--- config.mk ---
export PLATFORM = sky130hd
export DESIGN_NAME = scmp_bus_responder_flat
export DESIGN_NICKNAME = d
export VERILOG_FILES = /design/src/rtl/scmp_bus_responder_if.sv /design/src/rtl/scmp_bus_responder.sv /design/src/flat_wrapper.sv
export SDC_FILE = /design/constraint.sdc
export NUM_CORES = 1
export LEC_CHECK = 0
export CAP_MARGIN = 20
export CELL_PAD_IN_SITES_DETAIL_PLACEMENT = 0
export CELL_PAD_IN_SITES_GLOBAL_PLACEMENT = 1
export CORE_MARGIN = 5
export CORE_UTILIZATION = 38
export CTS_BUF_LIST = sky130_fd_sc_hd__clkbuf_16
export DETAILED_ROUTE_END_ITERATION = 7
export PLACE_DENSITY_LB_ADDON = 0.1
export SYNTH_ARGS = -nofsm -noshare
export SYNTH_HDL_FRONTEND = slang
export SYNTH_SLANG_ARGS = --single-unit
export TNS_END_PERCENT = 50
--- constraint.sdc ---
create_clock -name clk -period 5.17 [get_ports clk]
set_input_delay 1.551 -clock clk [delete_from_list [all_inputs] [get_ports clk]]
set_output_delay 1.551 -clock clk [all_outputs]
set_load 0.02 [all_outputs]
--- src/rtl/scmp_bus_responder_if.sv ---
// SC/MP external bus cycle plus the internal single-cycle memory port, as seen by the bus responder.
// The master side is the CPU and memory environment; the slave side is the responder.
interface scmp_bus_responder_if;
    logic        bus_ADS_n;
    logic        bus_RD_n;
    logic        bus_WR_n;
    logic        bus_F_R;
    logic        bus_F_I;
    logic        bus_F_D;
    logic        bus_F_H;
    logic [15:0] bus_addr;
    logic [7:0]  bus_din;
    logic [7:0]  bus_dout;
    logic        bus_dout_oe;
    logic        bus_HOLD;
    logic [15:0] mem_addr;
    logic        mem_rd;
    logic        mem_wr;
    logic [7:0]  mem_wdata;
    logic [7:0]  mem_rdata;
    logic        mem_ack;
    logic [3:0]  stat_flags;
    logic        halt_det;
    logic        err_proto;
    logic        err_timeout;

    modport master (
        output bus_ADS_n, bus_RD_n, bus_WR_n, bus_F_R, bus_F_I, bus_F_D, bus_F_H,
               bus_addr, bus_din, mem_rdata, mem_ack,
        input  bus_dout, bus_dout_oe, bus_HOLD, mem_addr, mem_rd, mem_wr, mem_wdata,
               stat_flags, halt_det, err_proto, err_timeout
    );

    modport slave (
        input  bus_ADS_n, bus_RD_n, bus_WR_n, bus_F_R, bus_F_I, bus_F_D, bus_F_H,
               bus_addr, bus_din, mem_rdata, mem_ack,
        output bus_dout, bus_dout_oe, bus_HOLD, mem_addr, mem_rd, mem_wr, mem_wdata,
               stat_flags, halt_det, err_proto, err_timeout
    );
endinterface

--- src/rtl/scmp_bus_responder.sv ---
// Memory-side responder for the SC/MP bus cycle: latches address/status on ADS, turns RD/WR into a
// one-cycle memory request, stretches the CPU with HOLD until ack or timeout, and flags halts and errors.
module scmp_bus_responder #(
    parameter int MIN_WAIT = 1,
    parameter int TIMEOUT  = 15
) (
    input  logic                 clk,
    input  logic                 rst_n,
    scmp_bus_responder_if.slave  bus
);
    localparam int CW = $clog2(TIMEOUT + 1);

    typedef logic [CW-1:0] cnt_t;

    localparam cnt_t CNT_MIN  = cnt_t'(MIN_WAIT);
    localparam cnt_t CNT_MAX  = cnt_t'(TIMEOUT);
    localparam cnt_t CNT_LAST = cnt_t'(TIMEOUT - 1);

    typedef enum logic [2:0] {
        IDLE,
        ADDR,
        RWAIT,
        RDONE,
        WWAIT,
        WDONE
    } state_t;

    typedef struct packed {
        logic [15:0] addr;
        logic [3:0]  flags;       // {H, D, I, R}
        logic [7:0]  wdata;
        logic [7:0]  dout;
        logic        dout_oe;
        logic        hold;
        logic        mem_rd;
        logic        mem_wr;
        logic        halt_det;
        logic        err_proto;
        logic        err_timeout;
        cnt_t        cnt;
        logic        ack_seen;
        logic        released;
    } regs_t;

    state_t state_q, state_d;
    regs_t  r_q, r_d;

    logic ads, rd, wr;
    logic strobe, left_early;
    logic got_ack, min_ok, done, tmo;

    assign ads = ~bus.bus_ADS_n;
    assign rd  = ~bus.bus_RD_n;
    assign wr  = ~bus.bus_WR_n;

    // The strobe that opened the current wait; once it drops, the cycle ends without driving data.
    assign strobe     = (state_q == RWAIT) ? rd : wr;
    assign left_early = r_q.released | ~strobe;

    assign got_ack = bus.mem_ack | r_q.ack_seen;
    assign min_ok  = (r_q.cnt >= CNT_MIN);
    assign done    = got_ack & min_ok;
    assign tmo     = ~got_ack & (r_q.cnt >= CNT_LAST);

    always_ff @(posedge clk or negedge rst_n) begin
        // NOTE: sequential state uses non-blocking assignments so every register samples pre-edge values.
        if (!rst_n) begin
            state_q <= IDLE;
        end else begin
            state_q <= state_d;
        end
    end

    always_comb begin
        // NOTE: defaults first so every path assigns every bit; a missing branch would otherwise infer a latch.
        state_d = state_q;
        case (state_q)
            IDLE: begin
                if (ads) state_d = ADDR;
            end
            ADDR: begin
                if (rd && !wr && r_q.flags[0])       state_d = RWAIT;
                else if (wr && !rd && !r_q.flags[0]) state_d = WWAIT;
                else if (rd || wr)                   state_d = IDLE;
            end
            RWAIT: begin
                if (done || tmo) state_d = left_early ? IDLE : RDONE;
            end
            WWAIT: begin
                if (done || tmo) state_d = left_early ? IDLE : WDONE;
            end
            RDONE: begin
                if (!rd) state_d = IDLE;
            end
            WDONE: begin
                if (!wr) state_d = IDLE;
            end
            default: state_d = IDLE;
        endcase
    end

    always_comb begin
        r_d             = r_q;
        r_d.mem_rd      = 1'b0;
        r_d.mem_wr      = 1'b0;
        r_d.halt_det    = 1'b0;
        r_d.err_proto   = 1'b0;
        r_d.err_timeout = 1'b0;
        case (state_q)
            IDLE: begin
                if (ads) begin
                    r_d.addr  = bus.bus_addr;
                    r_d.flags = {bus.bus_F_H, bus.bus_F_D, bus.bus_F_I, bus.bus_F_R};
                end else if (rd || wr) begin
                    r_d.err_proto = 1'b1;
                end
            end
            ADDR: begin
                // A data strobe wins over a simultaneous ADS; a repeated ADS alone abandons the cycle.
                if (rd && !wr && r_q.flags[0]) begin
                    r_d.mem_rd   = 1'b1;
                    r_d.hold     = 1'b1;
                    r_d.cnt      = '0;
                    r_d.ack_seen = 1'b0;
                    r_d.released = 1'b0;
                end else if (wr && !rd && !r_q.flags[0]) begin
                    r_d.wdata    = bus.bus_din;
                    r_d.mem_wr   = 1'b1;
                    r_d.hold     = 1'b1;
                    r_d.cnt      = '0;
                    r_d.ack_seen = 1'b0;
                    r_d.released = 1'b0;
                end else if (rd || wr) begin
                    r_d.err_proto = 1'b1;
                end else if (ads) begin
                    r_d.addr  = bus.bus_addr;
                    r_d.flags = {bus.bus_F_H, bus.bus_F_D, bus.bus_F_I, bus.bus_F_R};
                end
            end
            RWAIT, WWAIT: begin
                r_d.err_proto = ads;
                if (r_q.cnt != CNT_MAX) r_d.cnt = r_q.cnt + cnt_t'(1);
                if (!strobe) r_d.released = 1'b1;
                // An early ack is kept until the minimum wait has elapsed; its data goes straight to bus_dout.
                if (bus.mem_ack && !min_ok) r_d.ack_seen = 1'b1;
                if (state_q == RWAIT && bus.mem_ack) r_d.dout = bus.mem_rdata;
                if (done || tmo) begin
                    r_d.hold        = 1'b0;
                    r_d.err_timeout = tmo;
                    if (state_q == RWAIT) begin
                        r_d.halt_det = r_q.flags[3];
                        r_d.dout_oe  = ~left_early;
                        if (tmo) r_d.dout = 8'hFF;
                    end
                end
            end
            RDONE: begin
                r_d.err_proto = ads;
                if (!rd) r_d.dout_oe = 1'b0;
            end
            WDONE: begin
                r_d.err_proto = ads;
            end
            default: ;
        endcase
    end

    always_ff @(posedge clk or negedge rst_n) begin
        // NOTE: there is no memory array here, so the whole datapath is reset and every output starts at 0.
        if (!rst_n) begin
            r_q <= '0;
        end else begin
            r_q <= r_d;
        end
    end

    assign bus.mem_addr    = r_q.addr;
    assign bus.stat_flags  = r_q.flags;
    assign bus.mem_wdata   = r_q.wdata;
    assign bus.bus_dout    = r_q.dout;
    assign bus.bus_dout_oe = r_q.dout_oe;
    assign bus.bus_HOLD    = r_q.hold;
    assign bus.mem_rd      = r_q.mem_rd;
    assign bus.mem_wr      = r_q.mem_wr;
    assign bus.halt_det    = r_q.halt_det;
    assign bus.err_proto   = r_q.err_proto;
    assign bus.err_timeout = r_q.err_timeout;
endmodule

--- src/flat_wrapper.sv ---
// flat-port wrapper written by rule: the top's interface ports become plain ports
module scmp_bus_responder_flat 
#(
    parameter int MIN_WAIT = 1,
    parameter int TIMEOUT  = 15
)
  (clk, rst_n, bus_bus_ADS_n, bus_bus_RD_n, bus_bus_WR_n, bus_bus_F_R, bus_bus_F_I, bus_bus_F_D, bus_bus_F_H, bus_bus_addr, bus_bus_din, bus_mem_rdata, bus_mem_ack, bus_bus_dout, bus_bus_dout_oe, bus_bus_HOLD, bus_mem_addr, bus_mem_rd, bus_mem_wr, bus_mem_wdata, bus_stat_flags, bus_halt_det, bus_err_proto, bus_err_timeout);
  scmp_bus_responder_if bus_i ();
  input  logic clk;
  input  logic rst_n;
  input wire logic [$bits(bus_i.bus_ADS_n)-1:0] bus_bus_ADS_n;
  input wire logic [$bits(bus_i.bus_RD_n)-1:0] bus_bus_RD_n;
  input wire logic [$bits(bus_i.bus_WR_n)-1:0] bus_bus_WR_n;
  input wire logic [$bits(bus_i.bus_F_R)-1:0] bus_bus_F_R;
  input wire logic [$bits(bus_i.bus_F_I)-1:0] bus_bus_F_I;
  input wire logic [$bits(bus_i.bus_F_D)-1:0] bus_bus_F_D;
  input wire logic [$bits(bus_i.bus_F_H)-1:0] bus_bus_F_H;
  input wire logic [$bits(bus_i.bus_addr)-1:0] bus_bus_addr;
  input wire logic [$bits(bus_i.bus_din)-1:0] bus_bus_din;
  input wire logic [$bits(bus_i.mem_rdata)-1:0] bus_mem_rdata;
  input wire logic [$bits(bus_i.mem_ack)-1:0] bus_mem_ack;
  output wire logic [$bits(bus_i.bus_dout)-1:0] bus_bus_dout;
  output wire logic [$bits(bus_i.bus_dout_oe)-1:0] bus_bus_dout_oe;
  output wire logic [$bits(bus_i.bus_HOLD)-1:0] bus_bus_HOLD;
  output wire logic [$bits(bus_i.mem_addr)-1:0] bus_mem_addr;
  output wire logic [$bits(bus_i.mem_rd)-1:0] bus_mem_rd;
  output wire logic [$bits(bus_i.mem_wr)-1:0] bus_mem_wr;
  output wire logic [$bits(bus_i.mem_wdata)-1:0] bus_mem_wdata;
  output wire logic [$bits(bus_i.stat_flags)-1:0] bus_stat_flags;
  output wire logic [$bits(bus_i.halt_det)-1:0] bus_halt_det;
  output wire logic [$bits(bus_i.err_proto)-1:0] bus_err_proto;
  output wire logic [$bits(bus_i.err_timeout)-1:0] bus_err_timeout;
  assign bus_i.bus_ADS_n = bus_bus_ADS_n;
  assign bus_i.bus_RD_n = bus_bus_RD_n;
  assign bus_i.bus_WR_n = bus_bus_WR_n;
  assign bus_i.bus_F_R = bus_bus_F_R;
  assign bus_i.bus_F_I = bus_bus_F_I;
  assign bus_i.bus_F_D = bus_bus_F_D;
  assign bus_i.bus_F_H = bus_bus_F_H;
  assign bus_i.bus_addr = bus_bus_addr;
  assign bus_i.bus_din = bus_bus_din;
  assign bus_i.mem_rdata = bus_mem_rdata;
  assign bus_i.mem_ack = bus_mem_ack;
  assign bus_bus_dout = bus_i.bus_dout;
  assign bus_bus_dout_oe = bus_i.bus_dout_oe;
  assign bus_bus_HOLD = bus_i.bus_HOLD;
  assign bus_mem_addr = bus_i.mem_addr;
  assign bus_mem_rd = bus_i.mem_rd;
  assign bus_mem_wr = bus_i.mem_wr;
  assign bus_mem_wdata = bus_i.mem_wdata;
  assign bus_stat_flags = bus_i.stat_flags;
  assign bus_halt_det = bus_i.halt_det;
  assign bus_err_proto = bus_i.err_proto;
  assign bus_err_timeout = bus_i.err_timeout;
  scmp_bus_responder #(.MIN_WAIT(MIN_WAIT), .TIMEOUT(TIMEOUT)) u_core (.clk(clk), .rst_n(rst_n), .bus(bus_i));
endmodule
==> results of run 1 <==
## cell usage after synthesis (2+ instances only)
cell,number,share of area
buf_2,3,0.0058
nand3_1,10,0.019
a21o_1,3,0.0087
a21oi_1,8,0.015
ha_1,4,0.019
nor3b_1,2,0.0058
o22ai_1,2,0.0048
nor2b_1,3,0.0072
nor3_1,2,0.0039
nand2b_1,2,0.0048
dfrtp_1,52,0.50
buf_4,40,0.12
and3_1,4,0.0096
nor2_1,8,0.012
clkbuf_1,2,0.0029
mux2_2,29,0.13
nand2_1,21,0.030
and2_1,2,0.0048
inv_1,3,0.0043
o21ai_0,3,0.0058
## registers in the layout, summed over array words and instances, names as in the netlist
name / count
u_core.bus.mem_addr: 16
u_core.bus.bus_dout: 8
u_core.bus.mem_wdata: 8
u_core.r_q: 6
u_core.bus.stat_flags: 4
u_core.state_q: 3
u_core.bus.bus_HOLD: 1
u_core.bus.bus_dout_oe: 1
u_core.bus.err_proto: 1
u_core.bus.err_timeout: 1
u_core.bus.halt_det: 1
u_core.bus.mem_rd: 1
u_core.bus.mem_wr: 1
## area by class of cell
type,count,area [µm²],area share
clock inverter,3,21.3,0.00629
inverter,3,11.3,0.00333
sequential,52,1300,0.385
timing repair buffer,86,851,0.251
clock buffer,5,125,0.0370
multi-input combinational,127,973,0.288
tap,80,100,0.0296
## critical path, delay by kind of cell
kind,cells,cell delay [ns]
AOI/OAI and AO/OA,1,0.37
and+or+nand+nor,1,0.17
muxes,1,0.37
buffers and inverters,2,0.98
## power breakdown
group	switching, mW	internal, mW	total [mW]
clock network	0.151	0.180	0.331
logic	0.463	0.531	0.993
registers	0.151	0.592	0.743
## path summary, 6_finish.rpt
kind	start	end	slack, ns	cells past startpoint
hold / removal	u_core.bus.bus_HOLD$_DFFE_PN0P_	u_core.bus.bus_HOLD$_DFFE_PN0P_	0.49	1
min in group asynchronous	rst_n	u_core.state_q[1]$_DFFE_PN0P_	1.15	1
setup reg to reg	u_core.r_q[2]$_DFFE_PN0P_	u_core.state_q[0]$_DFFE_PN0P_	3.25	6
max in group asynchronous	rst_n	u_core.bus.mem_wdata[4]$_DFFE_PN0P_	3.21	2
hold reg to reg	u_core.bus.bus_HOLD$_DFFE_PN0P_	u_core.bus.bus_HOLD$_DFFE_PN0P_	0.49	1
setup / recovery	bus_bus_RD_n	u_core.bus.mem_addr[10]$_DFFE_PN0P_	1.90	5
## per-stage QoR
stage / util / setup slack [ns] / power (mW) / cell area [µm²]
6_report: 0.504 / 1.90 / 2.07 / 3380
5_1_grt: 0.504 / 1.79 / 2.20 / 3380
4_1_cts: 0.504 / 1.88 / 2.09 / 3380
3_5_place_dp: 0.482 / 1.59 / 1.75 / 3240
3_3_place_gp: 0.482 / 1.66 / 1.74 / 3240
2_1_floorplan: - / 2.36 / 1.51 / 2600
## cell usage in the layout (no fill, tap or decap), types with 3 or more instances in the layout
master,Yosys,layout
a21o_1,3,3
a21oi_1,8,8
and3_1,4,4
clkbuf_16,0,5
clkdlybuf4s50_1,0,83
dfrtp_1,52,52
ha_1,4,4
inv_1,3,3
mux2_2,29,29
nand2_1,21,21
nand3_1,10,10
nor2_1,8,8
nor2b_1,3,3
o21ai_0,3,3
## routing by layer
| metal | part of all wire | wire [µm] | GRT usage | up-vias |
|---|---|---|---|---|
| met4 | 0.0090 | 49 | 0.0366 | 0 |
| met1 | 0.44 | 2370 | 0.160 | 843 |
| met2 | 0.48 | 2630 | 0.213 | 52 |
| li1 | - | - | - | 847 |
| met5 | 0 | 0 | 0 | - |
| met3 | 0.070 | 382 | 0.0406 | 4 |
## logic make-up (layout without fill, tap and decap cells)
group,after synthesis,count (layout),share of synthesized area
simple gates,62,62,0.132
mux,31,31,0.134
compound gates,30,30,0.0853
buf+inv,48,97,0.129
flops,52,52,0.501
fa+ha+maj,4,4,0.0193
==> impl_metrics.tcl, run 1 <==
set metrics [dict create \
    outcome "complete, no violations" \
    synth-seq-cells 52 \
    cts_tree "done" \
    antenna-diode-count 0 \
    antenna_violations_before_repair 0 \
    first_pass_grt_wire_length_mm 8.69 \
    worst_hold_path_type "flop to flop" \
    cts-root-buf "clkbuf_16" \
    transition_time_of_the_tightest_slew_check_pin_ns 0.624 \
    crit_fanout 20 \
    cts_inserted_buffers 5 \
    relative_slew_margins 0.584 \
    cpMaxStageDelayCell "clkdlybuf4s50_1" \
    cts.sink_count 52 \
    leakage_nw 1.46 \
    max_cap_violations 0 \
    dieWidth_um 92.7 \
    path_cells "clkdlybuf4s50_1 -> nand2_1 -> a2111oi_4 -> buf_4 -> mux2_2" \
    postCtsSetupBuffers 0 \
    irDropWorstVdd_mv 0.218 \
    part_of_the_yosys_area_used_for_sequential_elements 0.501 \
    insertion_delay_ns 0.29 \
    worst_path_largest_cell_delay_ns 0.65 \
    drt-initial-drc-count 77 \
    core_area_um2 6720 \
    setup_viol_count_final 0 \
    postSynthCellCount 227 \
    grt.overflow.total 0 \
    largest_net_degree_at_the_start_of_global_routing 40 \
    finalSetupTns_ns 0 \
    syn_area_um2 2600 \
    floorplan.rows 30 \
    grt_pass1_vias 1717 \
    die-height_um 92.7 \
    final_period_demand_of_the_worst_path_ns 3.27 \
    layout-area-overhead-vs-synth_pct 30.3 \
    powerDensity_nw_per_um2 611 \
    yosysUniqueCellTypes 44 \
    route.antenna.remaining_nets 0 \
    post-route-drc-count 0 \
    gp_congestion 0.724 \
    grt.total_usage 0.128 \
    critPathKind "primary input to flop" \
    per_instance_average_area_after_synthesis_um2 11.4 \
    fin_nets 321 \
    hold_slack_ns 0.485 \
    portBuffers 84 \
    critPathArrivalTime_ns 3.45 \
    holdBufCountCts 0 \
    period_share 0.633 \
    fmax_ghz 0.306 \
    fin_skew_ns 0.00952 \
    clock_tree.htree_level_count 2 \
    clock_pin_transition_on_the_worst_setup_and_hold_timing_paths_ns 0.07 \
    nFillCells 603 \
    via_per_inst 4.90 \
    maximum_root_to_sink_buffer_count 2 \
    post_synthesis_net_count 273 \
    post_route_cells_drive_above_1_share 0.174 \
    async_flop_share 1.00 \
    detailedPlacementHpwl_mm 3.86 \
    synth_edf_count 0 \
    synth-warning-count 0 \
    cp-start-kind "primary input" \
    final-max-slew-violation-count 0 \
    dpl.cell_count 348 \
    drt_first_pass_iters 4 \
    synth-main-ff-cell "dfrtp_1" \
    setup_repair_after_global_routing_missed_its_margin "no" \
    wl_cell_um 15.3 \
    timing.critical_path.to_type "flop" \
    num_vias 1746 \
    start_util 0.386 \
    report.final.hold_viol_count 0 \
    layout.cells.non_filler 356 \
    timing.critical_path.required_ns 5.34 \
    routed_wirelength_mm 5.43 \
    cts_resizes 0 \
    dieArea_um2 8580 \
    ioPinCount 85 \
]
Note: power is estimated with default switching activity, not from simulation.
==> run 2: changes to the inputs <==
- CORE_UTILIZATION: 38 -> 35
- clock period: 5.17 -> 3.2 ns (I/O delays scaled with it)
==> run 2 against run 1 <==
Effect of this change:
- global-route usage down 0.86 points
- clock-buffer cell count unchanged
- sequential cell count unchanged
- non-clock buffer count rose by 3
- hold slack gained 0.0022 ns
- final cell count grew 6.2%
- critical path depth grew 1
- largest power group unchanged
- sequential power grew 60%
==> impl_metrics.tcl, run 2 (synthesis gave the netlist of run 1 again) <==
set metrics [dict create \
    finalSetupTns_ns 0 \
    floorplan.rows 31 \
    powerDensity_nw_per_um2 975 \
    crit_fanout 9 \
    grt_pass1_vias 1731 \
    power_frac_clock 0.163 \
    ioPinCount 85 \
    dieWidth_um 96.1 \
    critical_r2r_capture "u_core.state_q[0]$_DFFE_PN0P_" \
    cts.sink_count 52 \
    setup_viol_count_final 0 \
    transition_time_of_the_tightest_slew_check_pin_ns 0.570 \
    clock_pin_transition_on_the_worst_setup_and_hold_timing_paths_ns 0.07 \
    routed.top_layer "met4" \
    post_dp_cell_area_um2 3280 \
    cpMaxStageDelayCell "clkdlybuf4s50_1" \
    fin_nets 324 \
    hold_endpoint "u_core.bus.bus_HOLD$_DFFE_PN0P_" \
    mostFrequentLayoutCell "clkdlybuf4s50_1" \
    fin_skew_ns 0.00518 \
    detailedPlacementHpwl_mm 4.04 \
    num_vias 1762 \
    maximum_root_to_sink_buffer_count 2 \
    insertion_delay_ns 0.29 \
    via_per_inst 4.66 \
    cp_top_family "buffers and inverters" \
    final-max-slew-violation-count 0 \
    hold_slack_ns 0.488 \
    critical_path.n_buffers_inverters 2 \
    max_cap_violations 0 \
    largest_net_degree_at_the_start_of_global_routing 21 \
    drt-met1-wl_mm 2.37 \
    post_route_cells_drive_above_1_share 0.183 \
    relative_slew_margins 0.620 \
    start_util 0.358 \
    outcome "complete, no violations" \
    postCtsSetupBuffers 0 \
    worst_path_largest_cell_delay_ns 0.47 \
    antenna_violations_before_repair 0 \
    drt-initial-drc-count 49 \
    worst-path-stages 6 \
    worst_hold_path_type "flop to flop" \
    critPathArrivalTime_ns 2.61 \
    clock_tree.htree_level_count 2 \
    wl_met2_mm 2.60 \
    portBuffers 84 \
    netSwitchingPower_mw 1.23 \
    holdCritStartpoint "u_core.bus.bus_HOLD$_DFFE_PN0P_" \
    path_cells "clkdlybuf4s50_1 -> buf_4 -> nor3b_1 -> o211a_1 -> a21oi_1 -> mux2_2" \
    holdBufCountCts 0 \
    setup_repair_after_global_routing_missed_its_margin "no" \
    most-common-layout-cells "clkdlybuf4s50_1, dfrtp_1, mux2_2, nand2_1, nand3_1" \
    swShare 0.369 \
    largest_register_ff_count 16 \
    wl_cell_um 14.5 \
    fmax_ghz 0.410 \
    report.final.hold_viol_count 0 \
    grt.total_usage 0.120 \
    power.combinational.fraction 0.481 \
    timing.critical_path.to_type "flop" \
    routed_wirelength_mm 5.46 \
    cts-root-buf "clkbuf_16" \
    antenna-diode-count 0 \
    grt.overflow.total 0 \
    gp_congestion 0.721 \
    cts_inserted_buffers 5 \
    regToRegSetupSlack_ns 1.30 \
    cp-start-kind "primary input" \
    overall_power_mw 3.35 \
    timing.critical_path.required_ns 3.38 \
    detailroute.wirelength.met3_um 461 \
    cts_tree "done" \
    route.antenna.remaining_nets 0 \
    reg2reg_from "u_core.r_q[2]$_DFFE_PN0P_" \
    final_design_area_no_fill_um2 3430 \
    multiInputGateArea_um2 973 \
    regArea_um2 1300 \
    drt_first_pass_iters 4 \
    min_delay_path_depth 1 \
    die-height_um 96.1 \
    period_share 0.761 \
    critPathKind "primary input to flop" \
    pwr-share-seq 0.356 \
    nFillCells 693 \
    final_period_demand_of_the_worst_path_ns 2.44 \
    cts_resizes 0 \
    intPower_mw 2.11 \
    worst-r2r-cell-count 6 \
    irDropWorstVdd_mv 0.330 \
    first_pass_grt_wire_length_mm 8.60 \
    leakage_nw 1.47 \
    dieArea_um2 9240 \
    preCtsSetupSlack_ns 0.464 \
    post-route-drc-count 0 \
    core_area_um2 7250 \
    post-route-worst-setup-slack_ns 0.764 \
    layout-area-overhead-vs-synth_pct 32.2 \
]
## run 2: how the worst max path moves through the flow
| stage | slack (ns) | to | start |
|---|---|---|---|
| floorplan | 0.98 | u_core.bus.mem_addr[0]$_DFFE_PN0P_ | bus_bus_WR_n |
| global placement | 0.48 | u_core.bus.mem_addr[2]$_DFFE_PN0P_ | bus_bus_WR_n |
| detailed placement | 0.46 | u_core.bus.stat_flags[1]$_DFFE_PN0P_ | bus_bus_WR_n |
| CTS | 0.77 | u_core.bus.stat_flags[1]$_DFFE_PN0P_ | bus_bus_WR_n |
| global route | 0.67 | u_core.r_q[2]$_DFFE_PN0P_ | bus_bus_RD_n |
| finish | 0.76 | u_core.r_q[2]$_DFFE_PN0P_ | bus_bus_RD_n |
## run 2: layout make-up
class | instances | share of cell area
well taps | 99 | 0.0361
clock inverters | 3 | 0.00729
flip-flops and latches | 52 | 0.379
multi-input cells | 127 | 0.284
repair buffers | 89 | 0.254
clock buffers | 5 | 0.0364
inverters | 3 | 0.00328
## run 2: worst register-to-register path: stages (launching register included)
cell	delay (ns)
dfrtp_1	0.42
inv_1	0.09
ha_1	0.19
or2_2	0.30
o2bb2ai_2	0.18
or3b_1	0.36
a32o_1	0.26
## run 2: layer usage
layer  GRT usage  up-vias
li1            -      853
met1       0.158      848
met2       0.190       59
met3      0.0344        2
met4      0.0355        0
met5           0        -
## run 2: power by group through the flow
| stage | logic, mW | clock network, mW | registers, mW |
|---|---|---|---|
| 3_5_place_dp | 1.64 | 0 | 1.21 |
| 3_3_place_gp | 1.62 | 0 | 1.22 |
| 2_1_floorplan | 1.31 | 0 | 1.13 |
| 6_report | 1.61 | 0.545 | 1.19 |
| 5_1_grt | 1.74 | 0.602 | 1.25 |
| 4_1_cts | 1.64 | 0.573 | 1.20 |
## run 2: through the flow
step / cells / utilization
after floorplan: 227 / -
after global placement: 370 / 0.453
after detailed placement: 370 / 0.453
after CTS: 378 / 0.473
after global routing: 378 / 0.473
final: 378 / 0.473
